<file path="src/rtl/countdown_timer_if.sv">
// Control and display bus of the countdown timer.
//   start, stop, load : 1-cycle command pulses from game control
//   min_tens..sec_ones: BCD MM:SS digits to the display mux
//   running, expired  : status levels
//   expired_pulse     : 1-cycle pulse on entry to expiry
interface countdown_timer_if;
  logic       start;
  logic       stop;
  logic       load;
  logic [3:0] min_tens;
  logic [3:0] min_ones;
  logic [3:0] sec_tens;
  logic [3:0] sec_ones;
  logic       running;
  logic       expired;
  logic       expired_pulse;

  // Game control side: issues commands, observes digits and status.
  modport master (
    output start, stop, load,
    input  min_tens, min_ones, sec_tens, sec_ones,
    input  running, expired, expired_pulse
  );

  // Timer side.
  modport slave (
    input  start, stop, load,
    output min_tens, min_ones, sec_tens, sec_ones,
    output running, expired, expired_pulse
  );
endinterface

</file>
<file path="src/rtl/countdown_timer.sv">
// BCD MM:SS countdown timer driven by a sampled ~1 Hz square wave.
//   clkin   : system clock (the only clock)
//   reset   : synchronous active-low reset
//   tick_in : divider square wave, asynchronous to clkin; each rising edge
//             becomes one 1-cycle tick after a two-flop synchroniser
//   bus     : commands (start/stop/load) in, digits and status out
// START_MIN / START_SEC give the reload value in binary.
module countdown_timer #(
  parameter int unsigned START_MIN = 3,
  parameter int unsigned START_SEC = 0
) (
  input  logic                clkin,
  input  logic                reset,
  input  logic                tick_in,
  countdown_timer_if.slave    bus
);

  localparam int unsigned DIGIT_W = 4;

  if (START_MIN > 99 || START_SEC > 59) begin : g_bad_start
    $error("countdown_timer: START_MIN must be 0..99 and START_SEC 0..59");
  end

  localparam logic [DIGIT_W-1:0] RELOAD_MT = DIGIT_W'(START_MIN / 10);
  localparam logic [DIGIT_W-1:0] RELOAD_MO = DIGIT_W'(START_MIN % 10);
  localparam logic [DIGIT_W-1:0] RELOAD_ST = DIGIT_W'(START_SEC / 10);
  localparam logic [DIGIT_W-1:0] RELOAD_SO = DIGIT_W'(START_SEC % 10);

  typedef enum logic [1:0] {IDLE, RUN, PAUSE, DONE} state_t;

  state_t             state;
  logic               s0, s1, s2;
  logic               tick_c;
  logic [DIGIT_W-1:0] mt, mo, st, so;
  logic [DIGIT_W-1:0] dec_mt_c, dec_mo_c, dec_st_c, dec_so_c;
  logic               is_zero_c, is_one_c;
  logic               running_q, expired_q, expired_pulse_q;

  // Rising edge of the synchronised square wave; s0/s1 form the synchroniser.
  assign tick_c = s1 & ~s2;

  assign is_zero_c = (mt == '0) && (mo == '0) && (st == '0) && (so == '0);
  assign is_one_c  = (mt == '0) && (mo == '0) && (st == '0) && (so == DIGIT_W'(1));

  // One-second BCD decrement with borrow chain; never used at 00:00.
  always_comb begin
    dec_mt_c = mt;
    dec_mo_c = mo;
    dec_st_c = st;
    dec_so_c = so - DIGIT_W'(1);
    if (so == '0) begin
      dec_so_c = DIGIT_W'(9);
      dec_st_c = st - DIGIT_W'(1);
      if (st == '0) begin
        dec_st_c = DIGIT_W'(5);
        dec_mo_c = mo - DIGIT_W'(1);
        if (mo == '0) begin
          dec_mo_c = DIGIT_W'(9);
          dec_mt_c = mt - DIGIT_W'(1);
        end
      end
    end
  end

  // Control FSM, synchroniser and digit registers.
  always_ff @(posedge clkin) begin
    if (!reset) begin
      state           <= IDLE;
      s0              <= 1'b0;
      s1              <= 1'b0;
      s2              <= 1'b0;
      mt              <= RELOAD_MT;
      mo              <= RELOAD_MO;
      st              <= RELOAD_ST;
      so              <= RELOAD_SO;
      running_q       <= 1'b0;
      expired_q       <= 1'b0;
      expired_pulse_q <= 1'b0;
    end else begin
      s0              <= tick_in;
      s1              <= s0;
      s2              <= s1;
      expired_pulse_q <= 1'b0;
      if (bus.load) begin
        state     <= IDLE;
        mt        <= RELOAD_MT;
        mo        <= RELOAD_MO;
        st        <= RELOAD_ST;
        so        <= RELOAD_SO;
        running_q <= 1'b0;
        expired_q <= 1'b0;
      end else begin
        unique case (state)
          IDLE: begin
            if (bus.start && !is_zero_c) begin
              state     <= RUN;
              running_q <= 1'b1;
            end
          end
          RUN: begin
            // stop outranks a coincident tick: pause without decrementing.
            if (bus.stop) begin
              state     <= PAUSE;
              running_q <= 1'b0;
            end else if (tick_c) begin
              mt <= dec_mt_c;
              mo <= dec_mo_c;
              st <= dec_st_c;
              so <= dec_so_c;
              if (is_one_c) begin
                state           <= DONE;
                running_q       <= 1'b0;
                expired_q       <= 1'b1;
                expired_pulse_q <= 1'b1;
              end
            end
          end
          PAUSE: begin
            if (bus.start) begin
              state     <= RUN;
              running_q <= 1'b1;
            end
          end
          DONE: begin
            state <= DONE;
          end
          default: state <= IDLE;
        endcase
      end
    end
  end

  assign bus.min_tens      = mt;
  assign bus.min_ones      = mo;
  assign bus.sec_tens      = st;
  assign bus.sec_ones      = so;
  assign bus.running       = running_q;
  assign bus.expired       = expired_q;
  assign bus.expired_pulse = expired_pulse_q;

endmodule

</file>
<file path="src/flat_wrapper.sv">
// flat-port wrapper written by rule: the top's interface ports become plain ports
module countdown_timer_flat 
#(
  parameter int unsigned START_MIN = 3,
  parameter int unsigned START_SEC = 0
)
  (clkin, reset, tick_in, bus_start, bus_stop, bus_load, bus_min_tens, bus_min_ones, bus_sec_tens, bus_sec_ones, bus_running, bus_expired, bus_expired_pulse);
  countdown_timer_if bus_i ();
  input  logic clkin;
  input  logic reset;
  input  logic tick_in;
  input wire logic [$bits(bus_i.start)-1:0] bus_start;
  input wire logic [$bits(bus_i.stop)-1:0] bus_stop;
  input wire logic [$bits(bus_i.load)-1:0] bus_load;
  output wire logic [$bits(bus_i.min_tens)-1:0] bus_min_tens;
  output wire logic [$bits(bus_i.min_ones)-1:0] bus_min_ones;
  output wire logic [$bits(bus_i.sec_tens)-1:0] bus_sec_tens;
  output wire logic [$bits(bus_i.sec_ones)-1:0] bus_sec_ones;
  output wire logic [$bits(bus_i.running)-1:0] bus_running;
  output wire logic [$bits(bus_i.expired)-1:0] bus_expired;
  output wire logic [$bits(bus_i.expired_pulse)-1:0] bus_expired_pulse;
  assign bus_i.start = bus_start;
  assign bus_i.stop = bus_stop;
  assign bus_i.load = bus_load;
  assign bus_min_tens = bus_i.min_tens;
  assign bus_min_ones = bus_i.min_ones;
  assign bus_sec_tens = bus_i.sec_tens;
  assign bus_sec_ones = bus_i.sec_ones;
  assign bus_running = bus_i.running;
  assign bus_expired = bus_i.expired;
  assign bus_expired_pulse = bus_i.expired_pulse;
  countdown_timer #(.START_MIN(START_MIN), .START_SEC(START_SEC)) u_core (.clkin(clkin), .reset(reset), .tick_in(tick_in), .bus(bus_i));
endmodule
</file>
<file path="config.mk">
export PLATFORM = sky130hd
export DESIGN_NAME = countdown_timer_flat
export DESIGN_NICKNAME = d
export VERILOG_FILES = /design/src/rtl/countdown_timer_if.sv /design/src/rtl/countdown_timer.sv /design/src/flat_wrapper.sv
export SDC_FILE = /design/constraint.sdc
export NUM_CORES = 1
export LEC_CHECK = 0
export ABC_AREA = 1
export CORE_UTILIZATION = 50
export CTS_CLUSTER_SIZE = 10
export DETAILED_ROUTE_END_ITERATION = 8
export PLACE_DENSITY_LB_ADDON = 0.1
export SLEW_MARGIN = 20
export SYNTH_ARGS = -nofsm -noshare
export SYNTH_HDL_FRONTEND = slang
export SYNTH_SLANG_ARGS = --single-unit
</file>
<file path="constraint.sdc">
create_clock -name clkin -period 2.9 [get_ports clkin]
set_input_delay 0.435 -clock clkin [delete_from_list [all_inputs] [get_ports clkin]]
set_output_delay 0.435 -clock clkin [all_outputs]
set_load 0.05 [all_outputs]
</file>
==> metrics, run 1 <==
global route total overflow 0; CTS hold repair buffers 0; NetSw 0.144 mW; sequential cell area fraction in the yosys report 38.7%; area grow syn2layout 25.1%; number of buffers created by CTS 3; family with the most delay on the worst path buffers and inverters; Gate power share 10.1%; worst path bufs/invs 1; Yosys warning count 0; multi-input logic area 629 um2; final cell area excluding filler cells ~1600 um2; P_leak approximately 0.7 nW; Data arrival, critical path 1.66 ns; final number of hold-violating endpoints 0; clock network power share 31.5%; Bufs on Longest Clock Path 2; largest net degree at the start of global routing 14; width of the die between 50 and 60 um; ANT nets after route 0; maximum resistive drop on vdd 0.326 mV; sequential cell area in the final layout 480 um2; Tcrit/Tclk final between 70% and 80%; Mapped Avg Cell Area about 7.3 um2; worst hold path stage count 2; first-pass iteration count of the detailed router 4; initial antenna violation count 0; most area-consuming cells after synthesis sky130_fd_sc_hd__dfxtp_1 (39%), sky130_fd_sc_hd__nand2_1 (10%), sky130_fd_sc_hd__inv_1 (9.1%); pwr dens ~370 nW/um2; post-cts resize count 0; area of the die around 2700 um2; worst-path cell chain clkdlybuf4s50_1; primary flip-flop cell chosen by synthesis mapping sky130_fd_sc_hd__dfxtp_1; vias in the first global route 982; clock tree from TritonCTS yes; internal cell power 0.435 mW; clock skew after layout roughly 0.0038 ns; post-route minimum period 2.10 ns; Top-Level Pins 25; Starting DRT DRC Count 22; post-route total power between 0.5 and 0.6 mW; combined area of all synthesized cells between 1000 and 1500 um2; unrepaired setup endpoints after global routing no; via/cell ratio between 4 and 5; Chip Height roughly 52 um; startpoint class of the critical path register; Max Slew Vio Count 0; Post-synth EDFFs 0; Crit-path slowest cell sky130_fd_sc_hd__clkdlybuf4s50_1; HPWL after detailed placement around 1800 um; instance area at placement 1520 um2; type of the tightest min-delay check reg -> reg; DR DRC count 0; number of vias after detailed routing 1097; asr flop ratio synth 0%; number of endpoints failing setup at the final stage 0; WS Path Type reg -> out; Cells after Synth 170; area of the core 2280 um2; most numerous cell in the Yosys netlist sky130_fd_sc_hd__nand2_1; nets in the synthesized netlist 182; Site Rows 17; count of input and output buffers 24; maximum fanout encountered on the critical timing path 5; detailed-route wire length 2390 um; required time of the critical path 2.47 ns; Fill cells 194; flops & latches, synth 24; depth of the most critical reg-to-reg path 11; global-route wire length before repair 4110 um; biggest area consumer among synthesized cells sky130_fd_sc_hd__dfxtp_1; overall track demand over capacity in global routing 20.4%; peak clock frequency supported by timing 477 MHz; relative slew slack around 65%; max-cap check violation count 0; number of distinct library cell variants in the gate-level netlist after synthesis 26; GPL Wtd Cong 0.805; number of inserted diodes 0; Synth top area share 38.7%; clock slew at reported path FFs 0.14 ns; buffer cell driving the clock tree root sky130_fd_sc_hd__clkbuf_4; worst-margin pin slew 0.517 ns; sequential share of power 58.4%; Critical Path Stages 1; switching fraction of total power about 25%; outcome finished clean; setup TNS 0 ns; Routed wire per std cell approximately 11 um; starting density of the core 54.5%; commonest cells in the synthesized netlist sky130_fd_sc_hd__nand2_1 (33), sky130_fd_sc_hd__inv_1 (30), sky130_fd_sc_hd__nor2_1 (26); CTS H-Tree Depth 1; number of sinks handled by clock tree synthesis 24; count of buffers added by post-CTS timing repair for setup 0; clock latency on the worst-skew pair ~0.32 ns; setup slack, reg-to-reg 1.27 ns; Net count, final approximately 210; Worst path max stage delay 0.86 ns; share of cells above drive strength 1 10.6%; nature of the critical path endpoint output port
## placed cells by master, fill, tap and decap left out, drive strengths merged, types with 2 or more instances in the layout
master	Yosys	routed
nand2	34	34
clkdlybuf4s50	0	24
nor3	5	5
clkbuf	0	4
inv	33	33
a21oi	10	10
or2	2	2
nor2	33	33
o21ai	2	2
ha	6	6
o21a	3	3
nand4	5	5
dfxtp	24	24
nand3	9	9
## power groups by stage
stage	logic, mW	clock network, mW	registers, mW
4_1_cts	0.0592	0.185	0.338
3_5_place_dp	0.0586	0	0.345
6_report	0.0586	0.182	0.338
3_3_place_gp	0.0570	0	0.345
2_1_floorplan	0.0363	0	0.350
5_1_grt	0.0665	0.196	0.339
## cell type report
| class | count | share of cell area, % |
|---|---|---|
| Inverter | 33 | 7.98 |
| Timing Repair Buffer | 25 | 16.0 |
| Sequential cell | 24 | 30.9 |
| Tap cell | 28 | 2.26 |
| Clock buffer | 4 | 2.34 |
| Multi-Input combinational cell | 112 | 40.5 |
## worst min-delay path: stages (launching register included)
cell and delay [ns]:
sky130_fd_sc_hd__dfxtp_1 0.32, sky130_fd_sc_hd__nand2_1 0.05, sky130_fd_sc_hd__inv_1 0.03
## sequential cells by signal (all words and copies together), names as in the netlist
| signal | cells |
|---|---|
| u_core.bus.sec_tens | 4 |
| u_core.state | 2 |
| u_core.bus.min_ones | 4 |
| u_core.s2 | 1 |
| u_core.bus.running | 1 |
| u_core.bus.expired | 1 |
| u_core.s1 | 1 |
| u_core.bus.expired_pulse | 1 |
| u_core.bus.sec_ones | 4 |
| u_core.bus.min_tens | 4 |
| u_core.s0 | 1 |
## per-stage QoR
stage	hold WS (ns)	instances	utilization [%]	setup WS, ns
detailed placement	0.400	222	66.6	1.00
floorplan	0.390	170	-	1.18
global placement	0.394	222	66.6	1.04
global route	0.440	226	68.2	0.739
CTS	0.430	226	68.2	0.800
finish	0.427	226	68.2	0.804
## metal layers
metal / vias up / track usage [%] / wire length, um
met5: - / 0 / 0
met1: 487 / 26.4 / 1150
li1: 584 / - / -
met3: 5 / 2.63 / 68
met2: 21 / 33.8 / 1130
met4: 0 / 8.11 / 38
## cell families (layout without fill, tap and decap cells)
group                    Yosys count  in the layout  share of synthesized area, %
buffers and inverters             34             62                          10.6
adder cells (fa/ha/maj)            6              6                          6.05
flip-flops                        24             24                          38.7
AND/OR/NAND/NOR                   88             88                          36.0
AO/OA/AOI/OAI                     18             18                          8.67
## worst paths after layout
path	startpoint	end
worst max-delay path	u_core.bus.min_ones[3]	bus_min_ones[3]
worst min-delay path	u_core.s0	u_core.s1
worst max register to register	u_core.state[1]	u_core.bus.min_tens[3]
worst min register to register	u_core.s0	u_core.s1
Note: power is estimated with default switching activity, not from simulation.
==> run 2: changes to the inputs <==
==> constraint.sdc (replaced) <==
create_clock -name clkin -period 1.95 [get_ports clkin]
set_input_delay 0.2925 -clock clkin [delete_from_list [all_inputs] [get_ports clkin]]
set_output_delay 0.2925 -clock clkin [all_outputs]
set_load 0.05 [all_outputs]
==> run 2 against run 1 <==
Net effect:
- sequential share of layout area about the same
- worst setup slack worse by 0.73 ns
- power up 47%
- first-iteration DRC count down 14%
- clock power up 42%
- clock skew up 0.0073 ns
- die area unchanged
- critical path depth unchanged
- largest power group unchanged
==> metrics, run 2 (same netlist as run 1, synthesis figures left out) <==
count of buffers added by post-CTS timing repair for setup 0; ANT nets after route 0; global route total overflow 0; Net count, final 211; Max Slew Vio Count 0; overall track demand over capacity in global routing 21.1%; Routed wire per std cell 10.3 um; maximum fanout encountered on the critical timing path 5; WS Path Type reg -> out; unrepaired setup endpoints after global routing no; vias in the first global route 1039; number of inserted diodes 0; starting density of the core a little over half; width of the die slightly above 50 um; pwr dens between 500 and 600 nW/um2; P_leak 0.707 nW; family with the most delay on the worst path buffers and inverters; worst-path cell chain clkdlybuf4s50_1; final number of hold-violating endpoints 0; post-cts resize count 0; Data arrival, critical path 1.58 ns; area of the die 2690 um2; clock tree from TritonCTS yes; detailed-route wire length 2340 um; CTS H-Tree Depth 1; number of buffers created by CTS 3; Chip Height 51.8 um; peak clock frequency supported by timing about 530 MHz; Worst path max stage delay 0.83 ns; Starting DRT DRC Count 19; share of cells above drive strength 1 10.6%; Fill cells 213; Tcrit/Tclk final between 90 and 100%; CTS hold repair buffers 0; clock slew at reported path FFs 0.13 ns; first-pass iteration count of the detailed router 4; instance area at placement 1520 um2; setup TNS 0 ns; startpoint class of the critical path register; relative slew slack between 60 and 70%; type of the tightest min-delay check reg -> reg; area of the core 2280 um2; largest net degree at the start of global routing 14; max-cap check violation count 0; post-route minimum period 1.87 ns; clock latency on the worst-skew pair 0.31 ns; commonest cells after routing, fill and taps aside sky130_fd_sc_hd__nand2_1 (33), sky130_fd_sc_hd__inv_1 (30), sky130_fd_sc_hd__nor2_1 (26); count of input and output buffers 24; via/cell ratio 4.87; clock skew after layout 0.0111 ns; GPL Wtd Cong 0.771; Site Rows 17; number of endpoints failing setup at the final stage 0; initial antenna violation count 0; HPWL after detailed placement 1830 um; number of vias after detailed routing ~1100; post-route total power 0.849 mW; final cell area excluding filler cells 1560 um2; number of sinks handled by clock tree synthesis 24; Crit-path slowest cell sky130_fd_sc_hd__clkdlybuf4s50_1; DR DRC count 0; global-route wire length before repair between 4000 and 5000 um; nature of the critical path endpoint output port; most common cell after layout, fill and taps aside sky130_fd_sc_hd__nand2_1; required time of the critical path 1.66 ns; Bufs on Longest Clock Path 2; maximum resistive drop on vdd 0.609 mV; area grow syn2layout 25.3%; worst path bufs/invs 1; Top-Level Pins 25; worst-margin pin slew 0.501 ns; outcome finished clean; buffer cell driving the clock tree root sky130_fd_sc_hd__clkbuf_4
## run 2: cell types whose count changed in the layout (fill, tap and decap cells not counted)
cell and change:
sky130_fd_sc_hd__dlymetal6s2s_1 +1, sky130_fd_sc_hd__clkdlybuf4s50_1 -1
## run 2: final cells by class
class                   count  area (um2)  share of cell area [%]
well taps                  28        35.0                    2.25
multi-input cells         112         629                    40.5
clock buffers               4        36.3                    2.33
repair buffers             25         250                    16.1
inverters                  33         124                    7.96
flip-flops and latches     24         480                    30.9
## run 2: worst min-delay path: stages (launching register included)
cell and delay, ns:
sky130_fd_sc_hd__dfxtp_1 0.32, sky130_fd_sc_hd__nand2_1 0.05, sky130_fd_sc_hd__inv_1 0.03
## run 2: routing by layer
layer	wire (um)	share of wire, %	GRT usage (%)	vias to the layer above
met5	0	0	0	-
met4	14	0.60	2.70	0
met3	114	4.9	5.26	2
met2	1080	46	33.8	30
met1	1130	48	29.0	482
li1	-	-	-	587
## run 2: through the flow
stage	utilization (%)	hold slack [ns]	setup slack, ns	instances
3_3_place_gp	66.6	0.394	0.235	222
3_5_place_dp	66.6	0.401	0.176	222
5_1_grt	68.3	0.434	0.0156	226
6_report	68.3	0.426	0.0762	226
2_1_floorplan	-	0.386	0.229	170
4_1_cts	68.2	0.427	0.0123	226
## run 2: worst paths after layout
| path | startpoint | end | slack, ns | depth (start not counted) |
|---|---|---|---|---|
| hold reg to reg | u_core.s0 | u_core.s1 | 0.43 | 2 |
| hold / removal | u_core.s0 | u_core.s1 | 0.43 | 2 |
| setup / recovery | u_core.bus.sec_ones[0] | bus_sec_ones[0] | 0.08 | 1 |
| setup reg to reg | u_core.state[1] | u_core.bus.min_tens[3] | 0.30 | 11 |
## run 2: power by group
part / total (mW) / internal, mW / switching [mW]
Sequential: 0.502 / 0.498 / 0.00472
Clock: 0.258 / 0.114 / 0.144
Combinational: 0.0891 / 0.0350 / 0.0541
Total: 0.849 / 0.647 / 0.203
==> edit 1: new RTL, flow settings as in run 1 <==
Encoding of `state_t`: now one-hot (4 bits for 4 states).
--- a/src/rtl/countdown_timer.sv
+++ b/src/rtl/countdown_timer.sv
@@ -27,5 +27,5 @@
   localparam logic [DIGIT_W-1:0] RELOAD_SO = DIGIT_W'(START_SEC % 10);
 
-  typedef enum logic [1:0] {IDLE, RUN, PAUSE, DONE} state_t;
+  typedef enum logic [3:0] {IDLE = 4'b0001, RUN = 4'b0010, PAUSE = 4'b0100, DONE = 4'b1000} state_t;
 
   state_t             state;
Behaviour: same outputs for any inputs over 10 cycles, from zero or initial values and one cycle with reset low; not proved beyond that.
==> edit 1 against run 1 <==
Core utilization is 1.9 points lower; largest cell class unchanged; critical path type unchanged; power is 1.9% higher; synthesized area is 10% higher; wire length is 6.0% higher; sequential power is 7.7% higher; worst setup slack better by 0.019 ns; sequential cell count is 2 higher; cell area is 7.8% higher; synthesized cell count is 4.1% higher.
==> edit 1: results (changes against run 1) <==
.. list-table::
   :header-rows: 1

   * - Metric
     - Value
   * - Slew margin rel.
     - 64.29% (-1.1 points)
   * - Routed vias
     - 1143 (+4.2%)
   * - Inverters excl. clock
     - 30 (-9.1%)
   * - GP Congestion
     - 0.8074 (+0.36%)
   * - Crit Path Max Fanout
     - 7 (+2)
   * - DPL Wire Length
     - 1978 um (+9.0%)
   * - Most repeated cell in the gate-level netlist after synthesis
     - sky130_fd_sc_hd__nand2_1
   * - Number of buffers added for setup after CTS
     - 0 (unchanged)
   * - Fraction of area in multi-input gates
     - 43.42% (+2.9 points)
   * - Number of distinct library cells after synthesis
     - 30 (+15%)
   * - Largest stage delay on the critical path
     - 0.85 ns
   * - Total global-route track usage
     - 19.50% (-0.87 points)
   * - Status
     - finished clean
   * - Number of levels in the clock H-tree
     - 1 (unchanged)
   * - Commonest cells in the synthesized netlist
     - 39 x sky130_fd_sc_hd__nand2_1, 28 x sky130_fd_sc_hd__inv_1, 26 x sky130_fd_sc_hd__dfxtp_1, 14 x sky130_fd_sc_hd__a21oi_1, 9 x sky130_fd_sc_hd__nor2_1
   * - Dominant cells by area after synthesis
     - sky130_fd_sc_hd__dfxtp_1 38%, sky130_fd_sc_hd__nand2_1 11%, sky130_fd_sc_hd__inv_1 7.7%
   * - Nets
     - 213 (+0.95%)
   * - Fraction of cell area in non-clock buffers
     - 14.35% (-1.6 points)
   * - Synthesis warning total
     - 0 (unchanged)
   * - Worst EP arrival
     - 1.64 ns (-0.02 ns)
   * - Cell area after synthesis
     - 1365 um^2 (+10%)
   * - Number of buffers on the longest clock path
     - 2 (unchanged)
   * - Number of sinks on the clock net
     - 26 (+8.3%)
   * - Share of post-route cells with drive strength above 1
     - 18.63% (+8.0 points)
   * - Total of cells resized after clock tree synthesis
     - 0 (unchanged)
   * - Final instance area
     - 1674 um^2 (+7.8%)
   * - Mean routed wirelength per cell
     - 10.83 um (+2.4%)
   * - Seq area share
     - 31.09% (+0.15 points)
   * - Via count of the first global-routing pass
     - 1027 (+4.6%)
   * - Maximum vdd drop
     - 0.2587 mV (-21%)
   * - Clock-pin slew of the registers on the worst-case setup and hold paths
     - 0.14 ns (about the same)
   * - Post-synth net total
     - 185 (+1.6%)
   * - Area after DPL
     - 1638 um^2 (+8.0%)
   * - Crit-path slowest cell
     - sky130_fd_sc_hd__clkdlybuf4s50_1
   * - Clock Network Area Fraction
     - 2.167% (-0.17 points)
   * - Leakage
     - 0.6984 nW (+1.4%)
   * - Initial drt markers
     - 9 (-59%)
   * - Clock Skews
     - 0.002485 ns (-0.001310 ns)
   * - Count of input and output buffers
     - 24 (unchanged)
   * - Number of multi-input combinational cells
     - 120 (+7.1%)
   * - Share of the yosys chip area belonging to registers
     - 38.13% (-0.58 points)
   * - # fillers
     - 223 (+15%)
   * - Detailed-router iteration count before antenna repair
     - 4 (unchanged)
   * - Wire length of the first global-routing pass
     - 4195 um (+2.2%)
   * - Maximum number of pins on one net before global-route repair
     - 18 (+4)
   * - Buffers outside the clock class
     - 24 (-4.0%)
==> edit 1: changes by cell type after synthesis, moves of 4 or more <==
cell | before | now
sky130_fd_sc_hd__nand2_1 | 33 | 39
sky130_fd_sc_hd__nor2_2 | 3 | 7
sky130_fd_sc_hd__nand2_2 | 0 | 7
sky130_fd_sc_hd__nor2_1 | 26 | 9
sky130_fd_sc_hd__ha_1 | 6 | 2
sky130_fd_sc_hd__a21oi_1 | 9 | 14
==> edit 1: logic make-up (layout without fill, tap and decap cells) <==
group                      after synthesis  in the layout  synth area share, %
DFF                                     26             26                38.13
AOI/OAI and AO/OA                       23             23                9.441
adders and majority gates                2              2                1.833
buffers and inverters                   31             58                8.615
and+or+nand+nor                         92             92                40.05
xor gates and xnor gates                 3              3                1.925
==> edit 1: path summary, 6_finish.rpt <==
kind	from	end	slack (ns)	cells after the start
worst max-delay path	u_core.bus.min_ones[2]	bus_min_ones[2]	0.82	1
worst min-delay path	u_core.s0	u_core.s1	0.43	2
worst max register to register	u_core.bus.min_tens[0]	u_core.bus.running	1.47	9
worst min register to register	u_core.s0	u_core.s1	0.43	2
==> edit 1: through the flow <==
stage,setup WS (ns),cells
floorplan,1.230,177
global placement,0.7666,230
detailed placement,0.6822,230
CTS,0.8139,234
global route,0.7667,234
finish,0.8236,234
==> edit 1: layer usage <==
layer,GRT usage [%],up-vias,routed length (um)
met5,0,-,0
met4,7.692,0,10
met3,2.500,2,57
met2,34.15,15,1271
met1,23.91,516,1195
li1,-,610,-
==> edit 1: power by group <==
| part | switching, mW | internal (mW) | leakage, nW |
|---|---|---|---|
| sequential | 0.00252 | 0.361 | 0.210 |
| combinational | 0.0266 | 0.0157 | 0.467 |
| clock | 0.107 | 0.0767 | 0.0210 |
| total | 0.136 | 0.454 | 0.698 |
==> edit 2: new RTL, flow settings as in run 1 <==
Without the edit above. Reset style: asynchronous (`reset`), changed in one clocked block. Comments in the files are not updated.
--- a/src/rtl/countdown_timer.sv
+++ b/src/rtl/countdown_timer.sv
@@ -64,5 +64,5 @@
 
   // Control FSM, synchroniser and digit registers.
-  always_ff @(posedge clkin) begin
+  always_ff @(posedge clkin or negedge reset) begin
     if (!reset) begin
       state           <= IDLE;
Behaviour: differs if reset is asserted again (counterexample within 4 cycles, from zero or initial values and one cycle with reset low); with reset held inactive, the same outputs for 10 cycles.
==> edit 2 against run 1 <==
First-iteration DRC count shrank 18%; wire length rose by 1.5%; synthesized area grew 5.2%; cell area is 4.4% higher; register-to-register slack improved by 0.03 ns; die area grew 5.0%; sequential cell count stayed put; worst setup slack got worse by 0.050 ns; critical path type unchanged.
Power is not compared: it rests on default switching activity, and its combinational part moved more than twofold at a synthesized area within 25%.
==> edit 2: results (changes against run 1) <==
.. list-table::
   :header-rows: 1

   * - Metric
     - Value
   * - Total global-route track usage
     - 20.78% (+0.41 points)
   * - Dominant cells by area after synthesis
     - sky130_fd_sc_hd__dfrtp_1 42%, sky130_fd_sc_hd__nand2_1 8.3%, sky130_fd_sc_hd__inv_1 5.7%
   * - Worst reg2reg path depth
     - 9 (-2)
   * - Met2 global-route usage
     - 34.60% (+0.84 points)
   * - Status
     - finished clean
   * - Slew margin rel.
     - 61.33% (-4.1 points)
   * - Fraction of synthesis flops using an asynchronous set or reset pin
     - 100.0% (+100 points)
   * - Worst EP arrival
     - 1.71 ns (+0.05 ns)
   * - Total met3 wirelength after detailed routing
     - 98 um (+44%)
   * - GP Congestion
     - 0.7864 (-2.2%)
   * - Number of antenna violations at the first check in global routing
     - 0 (unchanged)
   * - Mean routed wirelength per cell
     - 11.84 um (+12%)
   * - Capturing element of the worst setup path
     - bus_min_ones[0]
   * - Met2 Routed Length
     - 1132 um (about the same)
   * - Depth of the worst hold-timing path
     - 0 (-2)
   * - Share of the yosys chip area belonging to registers
     - 46.17% (+7.5 points)
   * - Worst reg-to-reg setup slack
     - 1.30 ns (+0.03 ns)
   * - Setup crit start
     - u_core.bus.min_ones[0]
   * - Post-Route M1 WL
     - 1175 um (+2.2%)
   * - Worst R2R Start
     - u_core.bus.sec_tens[0]
   * - GR Layer Usage met1
     - 26.53% (+0.095 points)
   * - Routed vias
     - 1039 (-5.3%)
   * - Crit Path Max Fanout
     - 3 (-2)
   * - Clock Skews
     - 0.01095 ns (+0.007158 ns)
   * - Worst hold path startpoint
     - u_core.s0
   * - Critical register-to-register path endpoint
     - u_core.bus.running
   * - Setup slack after placement
     - 0.6694 ns (-0.3301 ns)
   * - Most used DFF post-synth
     - sky130_fd_sc_hd__dfrtp_1
   * - Post-synth net total
     - 158 (-13%)
   * - Maximum number of pins on one net before global-route repair
     - 25 (+11)
   * - Area after DPL
     - 1584 um^2 (+4.5%)
   * - Hold Crit Endpoint
     - u_core.s1
   * - Met3 demand-to-capacity share in global routing
     - 2.586% (-0.045 points)
   * - Mean instance size in the synthesized netlist
     - 8.886 um^2 (+22%)
   * - Initial drt markers
     - 18 (-18%)
   * - Nets
     - 187 (-11%)
   * - Largest stage delay on the critical path
     - 0.81 ns (-0.05 ns)
   * - Routed via count divided by cell count
     - 5.068 (+4.4%)
   * - Final hold slack
     - 0.3640 ns (-0.06321 ns)
   * - Wire length of the first global-routing pass
     - 4174 um (+1.7%)
   * - Number of distinct library cells after synthesis
     - 28 (+7.7%)
   * - Commonest cells in the synthesized netlist
     - 29 x sky130_fd_sc_hd__nand2_1, 22 x sky130_fd_sc_hd__dfrtp_1, 20 x sky130_fd_sc_hd__inv_1, 15 x sky130_fd_sc_hd__nor2_1, 12 x sky130_fd_sc_hd__o21ai_0
-- edit 2: cell count changes after synthesis, moves of 10 or more --
cell                      change
sky130_fd_sc_hd__dfxtp_1     -24
sky130_fd_sc_hd__nor2_1      -11
sky130_fd_sc_hd__o21ai_0     +10
sky130_fd_sc_hd__inv_1       -10
sky130_fd_sc_hd__dfrtp_1     +22
-- edit 2: layout make-up --
class                   instances  area, um^2
inverters                      22       85.08
fillers                       221       857.1
clock buffers                   4       36.28
repair buffers                 25       247.7
well taps                      30       37.54
multi-input cells             100       610.6
flip-flops and latches         24       603.1
-- edit 2: cell families (layout without fill, tap and decap cells) --
logic type / count (synthesis) / count (layout) / share of synthesized area (%)
simple gates: 71 / 71 / 30.65
compound gates: 20 / 20 / 8.622
buf+inv: 23 / 51 / 7.088
flops: 24 / 24 / 46.17
xor+xnor: 4 / 4 / 2.682
fa+ha+maj: 5 / 5 / 4.789
